--- src/rtl/boson_pkg.sv ---
// Shared types for the Boson frame grabber: FSM states, default geometry, FIFO word layout.
package boson_pkg;
  localparam int H_ACTIVE_DEF = 640;
  localparam int V_ACTIVE_DEF = 512;

  typedef enum logic [1:0] {
    IDLE,
    WAIT_VS,
    CAPTURE,
    FLUSH
  } state_t;

  typedef struct packed {
    logic        last;
    logic [31:0] data;
  } fifo_word_t;
endpackage

--- src/rtl/boson_sync_fifo.sv ---
// Show-ahead synchronous FIFO; head is visible while !empty, zero-cycle read.
// Writes while full are dropped unless a read frees the slot in the same cycle.
module boson_sync_fifo #(
  parameter int WIDTH = 33,
  parameter int DEPTH = 16
) (
  input  logic             clk,
  input  logic             resetn,
  input  logic             wr,
  input  logic [WIDTH-1:0] wr_data,
  input  logic             rd,
  output logic [WIDTH-1:0] rd_data,
  output logic             full,
  output logic             empty
);
  localparam int AW = $clog2(DEPTH);

  logic [WIDTH-1:0] mem [DEPTH];
  logic [AW-1:0]    wr_ptr, rd_ptr;
  logic [AW:0]      count;
  logic             do_wr, do_rd;

  assign empty   = (count == '0);
  assign full    = (count == (AW+1)'(DEPTH));
  assign do_rd   = rd && !empty;
  assign do_wr   = wr && (!full || do_rd);
  assign rd_data = mem[rd_ptr];

  always_ff @(posedge clk) begin
    if (do_wr) mem[wr_ptr] <= wr_data;
  end

  always_ff @(posedge clk or negedge resetn) begin
    if (!resetn) begin
      wr_ptr <= '0;
      rd_ptr <= '0;
      count  <= '0;
    end else begin
      if (do_wr) wr_ptr <= wr_ptr + 1'b1;
      if (do_rd) rd_ptr <= rd_ptr + 1'b1;
      if (do_wr && !do_rd)      count <= count + 1'b1;
      else if (!do_wr && do_rd) count <= count - 1'b1;
    end
  end
endmodule

--- src/rtl/boson_frame_capture.sv ---
// Captures one Boson frame on arm, packs pixel pairs into 32-bit words; pixel-to-FIFO write takes two edges.
// The camera is never stalled: a full FIFO drops words and sets sticky overflow.
module boson_frame_capture
  import boson_pkg::*;
#(
  parameter int H_ACTIVE   = H_ACTIVE_DEF,
  parameter int V_ACTIVE   = V_ACTIVE_DEF,
  parameter int FIFO_DEPTH = 16
) (
  input  logic        clk,
  input  logic        resetn,
  input  logic        arm,
  input  logic        cam_vsync,
  input  logic        cam_hsync,
  input  logic        cam_valid,
  input  logic [15:0] cam_data,
  output logic [31:0] out_data,
  output logic        out_valid,
  input  logic        out_ready,
  output logic        out_last,
  output logic        busy,
  output logic        done,
  output logic        overflow,
  output logic        line_err
);
  localparam int CW = $clog2(H_ACTIVE);
  localparam int RW = (V_ACTIVE > 1) ? $clog2(V_ACTIVE) : 1;
  localparam logic [CW-1:0] COL_MAX = CW'(H_ACTIVE - 1);
  localparam logic [RW-1:0] ROW_MAX = RW'(V_ACTIVE - 1);

  logic          vs_q, hs_q, vld_q, vs_d, hs_d, vs_rise, hs_rise;
  logic [15:0]   dat_q;
  state_t        state, state_nx;
  logic [CW-1:0] col, col_nx;
  logic [RW-1:0] row, row_nx;
  logic [15:0]   pack_lo, pack_nx;
  logic          sent_pend, pend_nx;
  logic          push, set_lerr, set_ovf, clr_flags;
  logic          can_push, pop, fifo_full, fifo_empty;
  fifo_word_t    push_word, head;

  assign vs_rise   = vs_q & ~vs_d;
  assign hs_rise   = hs_q & ~hs_d;
  assign out_valid = !fifo_empty;
  assign pop       = out_valid & out_ready;
  assign can_push  = !fifo_full || pop;
  assign out_data  = out_valid ? head.data : '0;
  assign out_last  = out_valid & head.last;
  assign busy      = (state != IDLE);
  assign done      = (state == FLUSH) && pop && head.last;

  always_comb begin
    state_nx  = state;
    col_nx    = col;
    row_nx    = row;
    pack_nx   = pack_lo;
    pend_nx   = sent_pend;
    push      = 1'b0;
    push_word = '0;
    set_lerr  = 1'b0;
    set_ovf   = 1'b0;
    clr_flags = 1'b0;
    unique case (state)
      IDLE: if (arm) begin
        state_nx  = WAIT_VS;
        clr_flags = 1'b1;
      end
      WAIT_VS: if (vs_rise) begin
        state_nx = CAPTURE;
        col_nx   = '0;
        row_nx   = '0;
        pack_nx  = '0;
      end
      CAPTURE: begin
        // Timing edges are applied first so a pixel in the same cycle lands on the corrected position.
        if (vs_rise) begin
          set_lerr = 1'b1;
          col_nx   = '0;
          row_nx   = '0;
          pack_nx  = '0;
        end else if (hs_rise && col != '0) begin
          set_lerr = 1'b1;
          col_nx   = '0;
          pack_nx  = '0;
          if (row == ROW_MAX) begin
            state_nx = FLUSH;
            pend_nx  = 1'b1;
          end else begin
            row_nx = row + 1'b1;
          end
        end
        if (vld_q && state_nx == CAPTURE) begin
          if (!col_nx[0]) begin
            pack_nx = dat_q;
          end else begin
            push           = 1'b1;
            push_word.data = {dat_q, pack_nx};
            push_word.last = (col_nx == COL_MAX) && (row_nx == ROW_MAX);
          end
          if (col_nx == COL_MAX) begin
            col_nx = '0;
            if (row_nx == ROW_MAX) state_nx = FLUSH;
            else                   row_nx   = row_nx + 1'b1;
          end else begin
            col_nx = col_nx + 1'b1;
          end
        end
        // A dropped last word is replaced by a sentinel once the FIFO has room.
        if (push && !can_push) begin
          set_ovf = 1'b1;
          if (push_word.last) pend_nx = 1'b1;
        end
      end
      FLUSH: begin
        if (sent_pend && can_push) begin
          push           = 1'b1;
          push_word.last = 1'b1;
          pend_nx        = 1'b0;
        end
        if (pop && head.last) state_nx = IDLE;
      end
      default: state_nx = IDLE;
    endcase
  end

  always_ff @(posedge clk or negedge resetn) begin
    if (!resetn) begin
      vs_q      <= 1'b0;
      hs_q      <= 1'b0;
      vld_q     <= 1'b0;
      dat_q     <= '0;
      vs_d      <= 1'b0;
      hs_d      <= 1'b0;
      state     <= IDLE;
      col       <= '0;
      row       <= '0;
      pack_lo   <= '0;
      sent_pend <= 1'b0;
      overflow  <= 1'b0;
      line_err  <= 1'b0;
    end else begin
      vs_q      <= cam_vsync;
      hs_q      <= cam_hsync;
      vld_q     <= cam_valid;
      dat_q     <= cam_data;
      vs_d      <= vs_q;
      hs_d      <= hs_q;
      state     <= state_nx;
      col       <= col_nx;
      row       <= row_nx;
      pack_lo   <= pack_nx;
      sent_pend <= pend_nx;
      if (clr_flags) begin
        overflow <= 1'b0;
        line_err <= 1'b0;
      end else begin
        if (set_ovf)  overflow <= 1'b1;
        if (set_lerr) line_err <= 1'b1;
      end
    end
  end

  boson_sync_fifo #(
    .WIDTH($bits(fifo_word_t)),
    .DEPTH(FIFO_DEPTH)
  ) u_fifo (
    .clk    (clk),
    .resetn (resetn),
    .wr     (push),
    .wr_data(push_word),
    .rd     (pop),
    .rd_data(head),
    .full   (fifo_full),
    .empty  (fifo_empty)
  );
endmodule

--- config.mk ---
export PLATFORM = sky130hd
export DESIGN_NAME = boson_frame_capture
export DESIGN_NICKNAME = d
export VERILOG_FILES = /design/src/rtl/boson_pkg.sv /design/src/rtl/boson_sync_fifo.sv /design/src/rtl/boson_frame_capture.sv
export SDC_FILE = /design/constraint.sdc
export NUM_CORES = 1
export LEC_CHECK = 0
export BUFFER_PORTS_ARGS = -buffer_cell sky130_fd_sc_hd__buf_2
export CAP_MARGIN = 40
export CORE_MARGIN = 2
export CORE_UTILIZATION = 23
export CTS_CLUSTER_DIAMETER = 120
export CTS_CLUSTER_SIZE = 28
export DETAILED_ROUTE_END_ITERATION = 10
export MAX_ROUTING_LAYER = met4
export PLACE_DENSITY = 0.35
export RECOVER_POWER = 25
export SLEW_MARGIN = 10
export SYNTH_ARGS = -nofsm -noshare
export SYNTH_HDL_FRONTEND = slang
export SYNTH_HIERARCHICAL = 1
export SYNTH_SLANG_ARGS = --single-unit
--- constraint.sdc ---
create_clock -name clk -period 5.9 [get_ports clk]
set_input_delay 1.77 -clock clk [delete_from_list [all_inputs] [get_ports clk]]
set_output_delay 1.77 -clock clk [all_outputs]
set_load 0.01 [all_outputs]
### After elaboration in Yosys (flattened, before gate mapping)

Memory sizes are Yosys's and may differ from the RTL's.
Index checks and enable logic that the tools add are counted.

| word-level totals | value |
|---|---|
| register bits after elaboration | 74 |
| memory bits (writable) | 528 |
| input port bits | 23 |
| output and inout port bits | 38 |
| word-level logic and storage cells | 139 |
| memories | 1 |

| operators by class | value |
|---|---|
| add/sub/neg operators | 7 |
| equality and inequality tests | 12 |
| muxes and demuxes | 66 |
| bitwise gates (word level) | 6 |
| reductions and logical operators | 31 |

Memory list:

| memory | words | width | rd ports | clocked after memory_dff | wr ports | line | source |
|---|---|---|---|---|---|---|---|
| u_fifo.mem | 16 | 33 | 1 | 0 | 1 | boson_sync_fifo.sv:18 | `logic [WIDTH-1:0] mem [DEPTH];` |

Operators with widths:

| cell | number |
|---|---|
| 33-bit 2-to-1 mux | 3 |
| 16-bit 2-to-1 mux | 5 |
| 9-bit 2-to-1 mux | 8 |
| 32-bit 2-to-1 mux | 2 |
| 10-bit 2-to-1 mux | 6 |
| 16-bit one-hot mux with 2 select lines | 1 |
| 1-bit 2-to-1 mux | 23 |
| 2-bit 2-to-1 mux | 10 |
| 10-bit one-hot mux with 2 select lines | 1 |
| 9-bit by 1-bit adder with 9-bit output (second input constant) | 2 |
| 9-bit equality test (second input constant) | 2 |
| 9-bit one-hot mux with 2 select lines | 1 |
| 1-bit logical AND | 12 |
| 2-bit nonzero test | 6 |
| 10-bit by 1-bit adder with 10-bit output (second input constant) | 1 |
| 10-bit equality test (second input constant) | 1 |
| 5-bit 2-to-1 mux | 2 |
| 10-bit nonzero test | 1 |
| 4-bit by 1-bit adder with 4-bit output (second input constant) | 2 |
| 2-bit one-hot mux with 4 select lines | 1 |
| 2-bit equality test (second input constant) | 3 |
| 1-bit one-hot mux with 2 select lines | 3 |
| 5-bit by 1-bit adder with 5-bit output (second input constant) | 1 |
| 5-bit equality test (second input constant) | 1 |
| other kinds (12) | 24 |

### Depth between registers and ports, before layout

| depth | value |
|---|---|
| word-level depth | 16 |
| mapped depth | 15 |
| gate-level depth less buffers | 14 |

### Cells and area by module

Netlist, hierarchy kept.

By module, submodules not included:

| module | instances | cells each | area an instance (um^2) | seq. area each (um^2) |
|---|---|---|---|---|
| boson_sync_fifo | 1 | 1040 | 20965.1 | 16180.5 |
| boson_frame_capture | 1 | 366 | 3359.5 | 1526.5 |

### Least setup slack after synthesis

Ideal clock, no wire load.

| timing path | value |
|---|---|
| kind | input-to-reg |
| start point | in out_ready |
| end point | mem u_fifo.mem[0][0] (enable) |
| library setup time | 0.464 ns |
| data arrival time | 4.962 ns |
| data required time | 5.436 ns |
| setup slack | 0.474 ns |
| stages | 8 |
| path buffers | 1 |
| cell sequence | nor2b_1 > nand2b_1 > nand4_1 > o21ai_0 > o31a_1 > buf_6 > nand2_1 > nor3_1 |

| on the way | value |
|---|---|
| word-level cells in the longest chain between the ends | 8 |
| elaborated cells on any way between the ends | 10 |
| classes of those cells | mux (4); bitwise (1); reduce/logical (5) |

RTL lines:

| element | line | source |
|---|---|---|
| start: declaration | boson_frame_capture.sv:19 | `input logic out_ready,` |
| 1-bit AND | boson_frame_capture.sv:45 | `assign pop = out_valid & out_ready;` |
| 1-bit logical OR | boson_frame_capture.sv:46 | `assign can_push = !fifo_full \|\| pop;` |
| 1-bit logical AND | boson_frame_capture.sv:115 | `if (sent_pend && can_push) begin` |
| 1-bit 2-to-1 mux | boson_frame_capture.sv:115 |  |
| 1-bit one-hot mux with 2 select lines | boson_frame_capture.sv:63 | `unique case (state)` |
| net push | boson_frame_capture.sv:38 | `logic push, set_lerr, set_ovf, clr_flags;` |
| 1-bit logical AND | boson_sync_fifo.sv:26 | `assign do_wr = wr && (!full \|\| do_rd);` |
| net u_fifo.do_wr | boson_sync_fifo.sv:21 | `logic do_wr, do_rd;` |
| 1-bit 2-to-1 mux | boson_sync_fifo.sv:30 | `if (do_wr) mem[wr_ptr] <= wr_data;` |
| 1-bit 2-to-1 mux (not written as such) | boson_sync_fifo.sv:30 |  |
| end: declaration | boson_sync_fifo.sv:18 |  |

The timed path passes the listed nets, and every way through them passes these cells.

==> summary.txt <==
Drt
  • DRC errors left: 0
  • Vias per cell: 4.43
  • Routed via count: 12700
  • Average wire length per cell after detail routing: 23.6 um
  • First-pass DRT Iterations: 7
  • Routed Antenna Nets: 0
  • Total wire length after detailed routing: just under 70 mm
  • DRT iter0 DRCs: 989

Floorplanning
  • Number of top-level pins: a little over 60
  • Initial Utilization: 0.231
  • Core ar.: 0.105 mm2
  • # rows: 119
  • Total die area: around 0.11 mm2
  • Die span in x: 329 um
  • Y dimension of the die: ~330 um

Run status
  • Status: complete, but fails checks
  • Violations in the final reports: capacitance limit, slew limit

CTS
  • Number of CTS-inserted buffers: 27
  • Total number of H-tree levels: 1
  • Post-CTS Setup Bufs: 0
  • Clock root cell: sky130_fd_sc_hd__clkbuf_16
  • Clk sink count: 602
  • Clock latency at the later pin of the worst-skew pair: 630 ps
  • Gates resized, CTS repair: 0
  • Hold-fix buffers at CTS: 0
  • Clk pin slew, worst setup/hold paths: 100 ps
  • Maximum count of clock buffers along a single path: 3
  • CTS tree: done

GRT
  • Overflow left after global routing: 0
  • Overall routing resource usage: 0.128
  • First-pass GRT wire length: 98.7 mm
  • Vias in the first global route: 13000
  • Number of antenna violations at the first check in global routing: 5
  • Maximum number of pins on one net before global-route repair: 45

Yosys
  • Sequential area share after synthesis: 0.728
  • Total number of yosys warnings: 6
  • Post-synth EDFFs: 528
  • Cells after synthesis: 1406
  • Mean instance size in the synthesized netlist: 17.3 um2
  • Synthesized Nets: 1442
  • Top FF cell, synth: sky130_fd_sc_hd__edfxtp_1
  • Post-synthesis register bit count: between 600 and 700
  • Synth unique cells: 62
  • Post-Synthesis Cell Area: 0.0243 mm2
  • Async set-or-reset flop fraction in the synthesized netlist: 0.123

Critical path
  • FF-to-FF End: u_fifo/mem[0][19]
  • Data required time of the worst path: a little over 4000 ps
  • Source of the worst register-to-register timing path: col[0]
  • Crit. End Element: output pin
  • Arrival time at the worst endpoint: 3590 ps
  • Category of the critical setup timing path: reg2out
  • Path depth of the worst reg2reg path: 7
  • Top fanout value on the critical path: 44
  • Setup crit start kind: register
  • R2R Setup Slk: 820 ps

Pwr
  • Internal Pwr Total: roughly 7.4 mW
  • Power density over the cells: ~420 mW/mm2
  • Static power due to leakage: roughly 9 nW
  • Sequential power share: 0.452
  • Worst voltage drop across the vdd grid: roughly 0.25 mV
  • Clock power share: 0.206
  • Combinational group share of total power: 0.342
  • Overall power of the completed layout: 11.5 mW
  • Switching power: 4.03 mW
  • Fraction of power spent switching nets: 0.352

Timing
  • Unrepaired setup endpoints after global routing: no
  • Final clock period utilization by the worst path: 0.908
  • Setup violators final: 0
  • Maximum achievable frequency: 187 MHz
  • Maximum clock skew at final layout: 54.2 ps
  • Worst Max-Slew Pin Slew: between 2000 and 3000 ps
  • Count of final hold-check violations: 0
  • Min cycle time layout: 5360 ps
  • Count of final max-slew check failures: 96
  • Remaining max-slew budget at the tightest pin: -0.727
  • Setup TNS: 0 ps

Cells and area
  • Util after Layout: 0.261
  • Layout overhead on the synthesized area: 12.8%
  • Filler Cells Inserted: 10700
  • Number of nets in the finished design: 1498
  • Layout Cells excl Fill: 2874
  • Inserted Diodes: 0
  • Proportion of layout cells with a drive suffix above 1: 0.161

Min path
  • Endpoint of the worst hold path: hs_d
  • Kind of path behind the tightest hold check: reg2reg
  • Startpoint of the tightest hold check path: hs_q
  • Hold Crit Depth: 0

Flow run
  • Max-cap violations: 3

Placement
  • Placer Congestion: 0.748
  • HPWL Detailed: 40.6 mm
  • Number of cells after detailed placement: approximately 2800
  • Port bufs: 60
## through the flow
step                instance area [um2]  worst slack [ps]  hold WS (ps)
floorplan                         24300               474           347
CTS                               27500               513           393
global route                      27400               338           418
global placement                  26600              1070           374
detailed placement                26600              1220           372
finish                            27400               541           385
## synth_stat cells (30+ instances only)
cell / number / area (um2)
sky130_fd_sc_hd__edfxtp_1: 528 / 15900
sky130_fd_sc_hd__o21ai_0: 32 / 160
sky130_fd_sc_hd__dfrtp_1: 74 / 1850
sky130_fd_sc_hd__and2_1: 38 / 238
sky130_fd_sc_hd__nor2_1: 40 / 150
sky130_fd_sc_hd__nand2_1: 74 / 278
sky130_fd_sc_hd__mux2i_1: 136 / 1360
sky130_fd_sc_hd__nor2b_1: 40 / 250
sky130_fd_sc_hd__mux4_2: 66 / 1490
sky130_fd_sc_hd__buf_2: 30 / 150
sky130_fd_sc_hd__a22oi_1: 33 / 248
sky130_fd_sc_hd__a221oi_1: 59 / 517
sky130_fd_sc_hd__clkbuf_1: 39 / 146
## cell usage in the layout, fill, tap and decap left out, types with 15 or more instances in the layout
cell / synthesis / layout
sky130_fd_sc_hd__a22o_1: 18 / 18
sky130_fd_sc_hd__dfrtp_1: 74 / 70
sky130_fd_sc_hd__buf_2: 30 / 55
sky130_fd_sc_hd__o21ai_1: 27 / 27
sky130_fd_sc_hd__clkbuf_16: 0 / 27
sky130_fd_sc_hd__mux2i_1: 136 / 136
sky130_fd_sc_hd__clkbuf_1: 39 / 24
sky130_fd_sc_hd__o21ai_0: 32 / 32
sky130_fd_sc_hd__a221oi_1: 59 / 59
sky130_fd_sc_hd__nand2_1: 74 / 75
sky130_fd_sc_hd__and2_1: 38 / 22
sky130_fd_sc_hd__nor2_1: 40 / 26
sky130_fd_sc_hd__buf_4: 4 / 32
sky130_fd_sc_hd__and2_0: 0 / 15
sky130_fd_sc_hd__edfxtp_1: 528 / 528
sky130_fd_sc_hd__a22oi_1: 33 / 33
sky130_fd_sc_hd__mux4_2: 66 / 66
sky130_fd_sc_hd__nor2b_1: 40 / 39
## kinds of logic (layout without fill, tap and decap cells)
group	Yosys count	count (layout)	share of synthesized area
AND/OR/NAND/NOR	255	255	0.0548
adder cells (fa/ha/maj)	13	13	0.00700
buffers and inverters	94	171	0.0185
AO/OA/AOI/OAI	221	221	0.0677
multiplexers	203	203	0.118
flip-flops	602	602	0.728
XOR/XNOR	18	18	0.00648
## layer usage
layer | global-route usage | routed length, um | part of all wire | up-vias
li1 | - | - | - | 5693
met1 | 0.188 | 34300 | 0.50 | 6798
met2 | 0.196 | 30900 | 0.46 | 198
met3 | 0.0122 | 1840 | 0.027 | 43
met4 | 0.0182 | 890 | 0.013 | 0
met5 | - | 0 | 0 | -
## power groups by stage
stage | Clock, mW | Combinational, mW | Sequential (mW)
3_5_place_dp | 0 | 4.04 | 5.28
2_1_floorplan | 0 | 2.68 | 5.07
4_1_cts | 2.49 | 4.05 | 5.19
5_1_grt | 2.61 | 4.28 | 5.21
3_3_place_gp | 0 | 4.02 | 5.28
6_report | 2.36 | 3.91 | 5.18
## critical path, stage by stage, from the launching register on
cell                       delay [ps]
sky130_fd_sc_hd__dfrtp_4          860
sky130_fd_sc_hd__buf_12           400
sky130_fd_sc_hd__mux2i_1          260
sky130_fd_sc_hd__a221oi_1         420
sky130_fd_sc_hd__o21ai_0          160
sky130_fd_sc_hd__nand2_1          150
sky130_fd_sc_hd__nor2b_1          400
sky130_fd_sc_hd__buf_2            220
## flip-flops by register name (all words and copies together) (netlist names), 2 cells and up
| name | count |
|---|---|
| dat_q | 16 |
| u_fifo/wr_ptr | 4 |
| u_fifo/count | 5 |
| pack_lo | 16 |
| row | 9 |
| u_fifo/rd_ptr | 4 |
| u_fifo/mem | 528 |
| state | 2 |
| col | 10 |
## cell type report
type                            instances  area, um2  share of cell area
Sequential cell                       602      17700               0.646
Inverter                               13       48.8             0.00178
Tap cell                             1391       1740              0.0634
Clock inverter                          7        125             0.00456
Clock buffer                           43        746              0.0272
Timing Repair Buffer                  108        782              0.0285
Multi-Input combinational cell        710       6280               0.229
## worst max path at each step
| stage | slack (ps) | from | end |
|---|---|---|---|
| 2_1_floorplan | 470 | out_ready | u_fifo/mem[0][0] |
| 3_3_place_gp | 1070 | u_fifo/rd_ptr[1] | done |
| 3_5_place_dp | 1220 | out_ready | u_fifo/mem[6][10] |
| 4_1_cts | 510 | u_fifo/rd_ptr[0] | out_data[0] |
| 5_1_grt | 340 | u_fifo/rd_ptr[0] | out_data[0] |
| 6_report | 540 | u_fifo/rd_ptr[0] | out_data[0] |
No activity file was read; power rests on OpenSTA's default activity.
